==> src/rtl/expr_emitter.sv <==
// Serialises a captured arithmetic expression (digit (op digit)*) into an
// ASCII character stream with a valid/ready handshake.
module expr_emitter #(
    parameter int MAX_TERMS = 8
) (
    input  logic                   clk,
    input  logic                   clr,
    input  logic                   start,
    input  logic [3:0]             count,
    input  logic [4*MAX_TERMS-1:0] digits,
    input  logic [MAX_TERMS-2:0]   ops,
    output logic [7:0]             out_char,
    output logic                   out_valid,
    input  logic                   out_ready,
    output logic                   busy,
    output logic                   done,
    output logic                   err
);

    typedef enum logic [1:0] {IDLE, DIG, OP, DONE} state_t;

    localparam logic [3:0] MAX_CNT = 4'(MAX_TERMS);
    localparam logic [7:0] ASCII_0 = 8'h30;
    localparam logic [7:0] ASCII_PLUS = 8'h2B;
    localparam logic [7:0] ASCII_STAR = 8'h2A;

    state_t                 state_q, state_d;
    logic [3:0]             idx_q, idx_d;
    logic [3:0]             count_q, count_d;
    logic [4*MAX_TERMS-1:0] digits_q, digits_d;
    logic [MAX_TERMS-2:0]   ops_q, ops_d;
    logic [7:0]             char_q, char_d;
    logic                   valid_q, valid_d;
    logic                   err_q, err_d;

    logic                   term_bad;
    logic                   legal;
    logic [63:0]            digits_ext;
    logic [15:0]            ops_ext;
    logic [3:0]             cur_term;
    logic [3:0]             next_term;
    logic                   cur_op;
    logic                   last_term;
    logic                   transfer;

    // Only terms below the requested count take part in the legality check.
    always_comb begin
        term_bad = 1'b0;
        for (int k = 0; k < MAX_TERMS; k++) begin
            if ((4'(k) < count) && (digits[4*k +: 4] > 4'd9)) begin
                term_bad = 1'b1;
            end
        end
        legal = (count != 4'd0) && (count <= MAX_CNT) && !term_bad;
    end

    always_comb begin
        digits_ext = 64'(digits_q);
        ops_ext    = 16'(ops_q);
        cur_term   = digits_ext[{idx_q, 2'b00} +: 4];
        next_term  = digits_ext[{idx_q + 4'd1, 2'b00} +: 4];
        cur_op     = ops_ext[idx_q];
        last_term  = (idx_q == count_q - 4'd1);
        transfer   = valid_q & out_ready;
    end

    // Next character is prepared at the edge that changes state, so the
    // outputs come straight from registers and never see out_ready.
    always_comb begin
        state_d  = state_q;
        idx_d    = idx_q;
        count_d  = count_q;
        digits_d = digits_q;
        ops_d    = ops_q;
        char_d   = char_q;
        valid_d  = valid_q;
        err_d    = 1'b0;
        case (state_q)
            IDLE: begin
                if (start) begin
                    if (legal) begin
                        count_d  = count;
                        digits_d = digits;
                        ops_d    = ops;
                        idx_d    = 4'd0;
                        char_d   = ASCII_0 + {4'h0, digits[3:0]};
                        valid_d  = 1'b1;
                        state_d  = DIG;
                    end else begin
                        err_d = 1'b1;
                    end
                end
            end
            DIG: begin
                if (transfer) begin
                    if (last_term) begin
                        char_d  = 8'h00;
                        valid_d = 1'b0;
                        state_d = DONE;
                    end else begin
                        char_d  = cur_op ? ASCII_STAR : ASCII_PLUS;
                        state_d = OP;
                    end
                end
            end
            OP: begin
                if (transfer) begin
                    idx_d   = idx_q + 4'd1;
                    char_d  = ASCII_0 + {4'h0, next_term};
                    state_d = DIG;
                end
            end
            DONE: begin
                state_d = IDLE;
            end
            default: begin
                char_d  = 8'h00;
                valid_d = 1'b0;
                state_d = IDLE;
            end
        endcase
    end

    always_ff @(posedge clk) begin
        if (clr) begin
            state_q  <= IDLE;
            idx_q    <= 4'd0;
            count_q  <= 4'd0;
            digits_q <= '0;
            ops_q    <= '0;
            char_q   <= 8'h00;
            valid_q  <= 1'b0;
            err_q    <= 1'b0;
        end else begin
            state_q  <= state_d;
            idx_q    <= idx_d;
            count_q  <= count_d;
            digits_q <= digits_d;
            ops_q    <= ops_d;
            char_q   <= char_d;
            valid_q  <= valid_d;
            err_q    <= err_d;
        end
    end

    assign out_char  = char_q;
    assign out_valid = valid_q;
    assign busy      = (state_q != IDLE);
    assign done      = (state_q == DONE);
    assign err       = err_q;

endmodule

==> config.mk <==
export PLATFORM = sky130hd
export DESIGN_NAME = expr_emitter
export DESIGN_NICKNAME = d
export VERILOG_FILES = /design/src/rtl/expr_emitter.sv
export SDC_FILE = /design/constraint.sdc
export NUM_CORES = 1
export LEC_CHECK = 0
export CAP_MARGIN = 10
export CORE_UTILIZATION = 25
export CTS_BUF_LIST = sky130_fd_sc_hd__clkbuf_16
export DETAILED_ROUTE_END_ITERATION = 8
export GPL_ROUTABILITY_DRIVEN = 1
export SLEW_MARGIN = 20
export SYNTH_ARGS = -nofsm -noshare
export SYNTH_HDL_FRONTEND = slang
export SYNTH_SLANG_ARGS = --single-unit
export TNS_END_PERCENT = 20
==> constraint.sdc <==
create_clock -name clk -period 4.5 [get_ports clk]
set_input_delay 1.125 -clock clk [delete_from_list [all_inputs] [get_ports clk]]
set_output_delay 1.125 -clock clk [all_outputs]
set_load 0.005 [all_outputs]
* Yosys cells after proc, flatten, opt, wreduce, memory -nomap -nowiden
Cells that the tools add are included.
Storage, ports and cells: register bits 59, bits of input ports 47
Operators by class: add/subtract/negate cells 4, magnitude comparators 18, eq/ne operators 9, shifts and indexed selects 1, multiplexer cells 33, bitwise logic cells 3, reductions and logical operators 23
Operator list (number):
- variable part select 64 x 7 -> 4 bit | 1
- > comparator 4 bit, second input constant | 8
- 2-to-1 mux 8 bit | 4
- one-hot mux 8 bit (3 select lines) | 1
- less-than comparator 3 x 4 -> 1 bit, first input constant | 4
- 2-to-1 mux 1 bit | 16
- adder 6 x 4 -> 7 bit, first input constant | 2
- 2-to-1 mux 4 bit | 3
- logical AND 1 bit | 10
- != test 2 bit, second input constant | 5
- AND reduction 5 bit | 2
- less-than comparator 1 x 4 -> 1 bit, first input constant | 2
- less-than comparator 2 x 4 -> 1 bit, first input constant | 2
- 2-to-1 mux 2 bit | 4
- one-hot mux 2 bit (4 select lines) | 1
- one-hot mux 4 bit (2 select lines) | 1
- AND reduction 4 bit | 2
- 2-to-1 mux 6 bit | 1
- nonzero test 2 bit | 3
- less-than comparator 4 x 5 -> 1 bit, second input constant | 1
- adder 4 x 1 -> 4 bit, second input constant | 1
- binary-select mux 1 bit (select 4 bit) | 1
- == test 2 bit, second input constant | 2
- == test 4 bit | 1
- 12 further kinds | 13

* Depth between registers and ports, before layout
word-level depth 15, depth in mapped cells 10, depth with buffers taken out 8

* Least setup slack after synthesis
Ideal clock, no wire load.
path type in2reg, start input count[2], end register char_q[5], in the netlist out_char[5], data arrival time 2.659 ns, path slack 1.700 ns, cell stages on the path 7, cells stage by stage clkbuf_1 -> o221ai_1 -> o21ai_0 -> a2111o_1 -> o21a_4 -> nor3_1 -> a311oi_1
Between the ends: longest elaborated chain between the ends 14, elaborated cells between the ends (all ways) 31, classes of those cells 9 x order compare; 1 x eq/ne; 8 x mux; 13 x reduce/logical
Ends and longest elaborated chain:
- start, declared | RTL line 9 | input logic [3:0] count,
- less-than comparator 1 x 4 -> 1 bit | RTL line 50 | if ((4'(k) < count) && (digits[4*k +: 4] > 4'd9)) begin
- logical AND 1 bit | RTL line 50
- 2-to-1 mux 1 bit (8 in a row) | RTL line 50
- logical NOT 1 bit | RTL line 54 | legal = (count != 4'd0) && (count <= MAX_CNT) && !term_bad;
- logical AND 1 bit * | RTL line 54
- != test 2 bit (no line) *
- AND reduction 5 bit (no line) *
- end signal, assigned | RTL line 140 | char_q <= char_d;
- end, declared | RTL line 32 | logic [7:0] char_q, char_d;
Every way passes the cells marked *; elsewhere a longest branch is shown, timed or not. A chain may end at the register's enable or synchronous reset.

* Worst setup path after layout
start input count[3], end register char_q[5], in the netlist out_char[5]
Same word-level chain as after synthesis.

==> metrics list <==
- The run finished with clean final reports.
* Grt total ovfl: 0
* Commonest non-fill, non-tap cell in the layout: dfxtp_1
* Worst VDD drop: 0.144 mV
* Leading cell types in the layout, fill and taps excluded: 57 x dfxtp_1, 55 x clkdlybuf4s50_1, 51 x nor2_1, 46 x mux2i_1
* Tmin final: 3.26 ns
* Post-detail-place hpwl: 5580 µm
- Setup slack on the worst reg-to-reg path comes out at 1.46 ns.
- Antenna-violating nets left: 0
- Clock root buffer: clkbuf_16
- Die footprint: 12200 µm²
* Iteration-0 DRC Markers: 124
- The share of the Yosys chip area taken by registers is 38.8%.
- Worst setup path category: input pin to flop
- 0 antenna diodes ended up in the layout.
- In the final layout, flip-flops and latches occupy 1140 µm².
* Synth unique cells: 49
- The worst setup path is launched from an input pin.
* Final worst-path cycle share: 72.5%
- 59 I/O pins were placed.
- Setup Fix Bufs, Post-CTS: 0
- Once the floorplan was initialized, standard cells occupied 25.7% of the core.
* Total number of vias: 2443
* Largest fanout on the critical path: 10
- At the end of the flow the core is filled with cells to 33.9%.
- Averaged over all synthesized cells, the footprint is 9.54 µm².
* Die span in x: 110 µm
- The clock passes through at most 2 buffers.
* Number of enable flip-flop cells after synthesis: 0
* Slack of the critical path: 1.24 ns
- Synthesis handed over a netlist of 308 instances.
* Final weighted congestion in routability-driven placement: 0.820
* Ys async rst share: 0%
* Vias in the first global route: 2416
- Actual transition at the worst max-transition pin: 1.08 ns
* Critical Path, Cell by Cell: clkdlybuf4s50_1 > o221ai_1 > o21ai_0 > a2111o_1 > o21a_4 > nor3_1 > a311oi_1
* H-tree depth: 3
- In the routed design, unresolved DRC markers number 0.
- Entering global routing, the biggest net connects 58 pins.
* Primary flip-flop cell chosen by synthesis mapping: dfxtp_1
- Worst-Skew Late Latency: 0.32 ns
* Total number of placement rows: 39
- Die Ht: 110 µm
* Worst-case hold path end point: out_char[3]
- Along the worst hold path, the cell count comes to 2.
- Wire length of the first global-routing pass: 12500 µm
- Global routing used 13.2% of the available tracks.
- Using the TritonRoute via totals, the vias-per-cell ratio works out to 4.86.
- TritonCTS clock tree: yes
- The worst hold path begins at out_char[3].
* Max-cap viol count: 0
- During placement, the flow inserted port buffers numbering 56.
* Fill cells: 1188
- Headroom to the max-slew limit: 27.8%
- After clock tree synthesis, the clock-pin slew on the worst setup and hold paths is 0.05 ns.
* Post-Route WL: 7650 µm
- Number of nets at the end of the flow: 409
- Counting the buffers created by CTS gives 9.
* Critical R2R Capture: out_char[1]
* Setup repair after global routing missed its margin: no
- Summing every instance area after synthesis gives 2940 µm².
* Total of endpoints with negative setup slack in the final report: 0
- Endpoint required time on the critical path: 4.66 ns
- WL/cell: 15.2 µm
* Critical Path Max Stage Delay: 0.60 ns
- Path type of the worst min-delay path: flop to flop
* Number of storage elements in the synthesis netlist: 57
* Worst endpoint data arrival time: 3.42 ns
- Multi-input gate area in the final layout: 1650 µm²
- On the critical path, the stage with the largest delay is an instance of clkdlybuf4s50_1.
* Layout Area Growth over Synthesis: 31.7%
* Post-CTS Hold Fix Bufs: 0
- Depth of the most critical reg-to-reg path: 6
- Final sum of negative setup slack: 0 ns
* Antenna violations before repair: 0
- Final worst clock skew: 0.00419 ns
- Num Clock Sinks: 57
- Final slew viol count: 0
* RR Startpoint: idx_q[0]
- Max Clk Rate: 307 MHz
- The floorplan step defined a core boundary enclosing 11400 µm².
* Placement-stage worst setup slack: 0.914 ns
* Fraction of final layout cells with drive strength greater than 1: 10.0%
- After clock tree synthesis, the repair step resized 0 gates.
- Summed over all cells, the static leakage comes to 1.70 nW.
- Power per unit of standard cell area: 369 nW/µm²
- The worst setup path is captured at a flop.
- Final hold violation count: 0
- The Yosys step of the flow raised 0 warnings.
* First-pass iteration count of the detailed router: 4
## registers in the layout (all words and copies together) (netlist names)
name,cells
err,1
out_char,6
idx_q,4
ops_q,7
digits_q,32
count_q,4
state_q,2
out_valid,1
## worst max-delay path by stage
stage | from | endpoint | slack, ns | cells after the start
6_report | count[3] | out_char[5] | 1.24 | 7
5_1_grt | count[3] | out_char[5] | 1.07 | 7
4_1_cts | count[3] | out_char[5] | 1.26 | 7
3_5_place_dp | count[3] | out_char[5] | 0.91 | 7
3_3_place_gp | count[1] | out_char[5] | 1.03 | 7
2_1_floorplan | count[2] | out_char[5] | 1.70 | 7
## metal layers
layer,track usage [%],part of all wire (%),wire [µm],up-vias
met2,21.0,47,3570,74
met4,3.56,1.0,80,0
met1,16.9,47,3600,1162
met5,0,0,0,-
li1,-,-,-,1200
met3,4.39,5.2,401,7
## where the power goes
part | internal [mW] | total, mW | switching, mW | leakage [nW]
combinational | 0.116 | 0.226 | 0.110 | 1.09
sequential | 0.529 | 0.542 | 0.0135 | 0.461
clock | 0.422 | 0.659 | 0.237 | 0.142
total | 1.07 | 1.43 | 0.361 | 1.70
## critical path, delay by kind of cell
| family | cells | cell delay (ns) |
|---|---|---|
| buf+inv | 1 | 0.60 |
| simple gates | 1 | 0.39 |
| compound gates | 5 | 1.29 |
## synthesized netlist by cell type, types with 5 or more instances
| cell | instances | share of area [%] |
|---|---|---|
| a21oi_1 | 11 | 1.9 |
| mux2i_1 | 46 | 16 |
| nand3_1 | 5 | 0.85 |
| mux4_2 | 9 | 6.9 |
| clkbuf_1 | 13 | 1.7 |
| ha_1 | 7 | 3.0 |
| inv_1 | 11 | 1.4 |
| o21ai_0 | 11 | 1.9 |
| nor3_1 | 9 | 1.5 |
| nand2_1 | 9 | 1.1 |
| dfxtp_1 | 57 | 39 |
| buf_2 | 5 | 0.85 |
| nor2_1 | 51 | 6.5 |
| buf_4 | 5 | 1.3 |
## cells by family (layout without fill, tap and decap cells)
logic type / after synthesis / in the layout / share of synthesized area (%)
simple gates: 92 / 92 / 14.2
fa+ha+maj: 7 / 7 / 2.98
buf+inv: 34 / 85 / 5.19
xor+xnor: 6 / 6 / 2.26
flops: 57 / 57 / 38.8
mux: 59 / 59 / 24.1
compound gates: 52 / 52 / 12.3
other cells: 1 / 2 / 0.128
## layout make-up
class / count / area share [%]
Timing Repair Buffer: 58 / 14.7
Clock inverter: 7 / 1.58
Inverter: 11 / 1.07
Multi-Input combinational cell: 218 / 42.7
Tap cell: 143 / 4.62
Clock buffer: 9 / 5.82
Sequential cell: 57 / 29.5
## metrics by stage
| stage | hold WS [ns] | power (mW) | instance area [µm²] | std cells |
|---|---|---|---|---|
| 6_report | 0.458 | 1.43 | 3870 | 503 |
| 5_1_grt | 0.481 | 1.49 | 3870 | 503 |
| 4_1_cts | 0.458 | 1.44 | 3870 | 503 |
| 3_5_place_dp | 0.450 | 0.779 | 3580 | 487 |
| 3_3_place_gp | 0.454 | 0.775 | 3580 | 487 |
| 2_1_floorplan | 0.450 | 0.673 | 2940 | 309 |
Power figures use the tool's default switching activity.
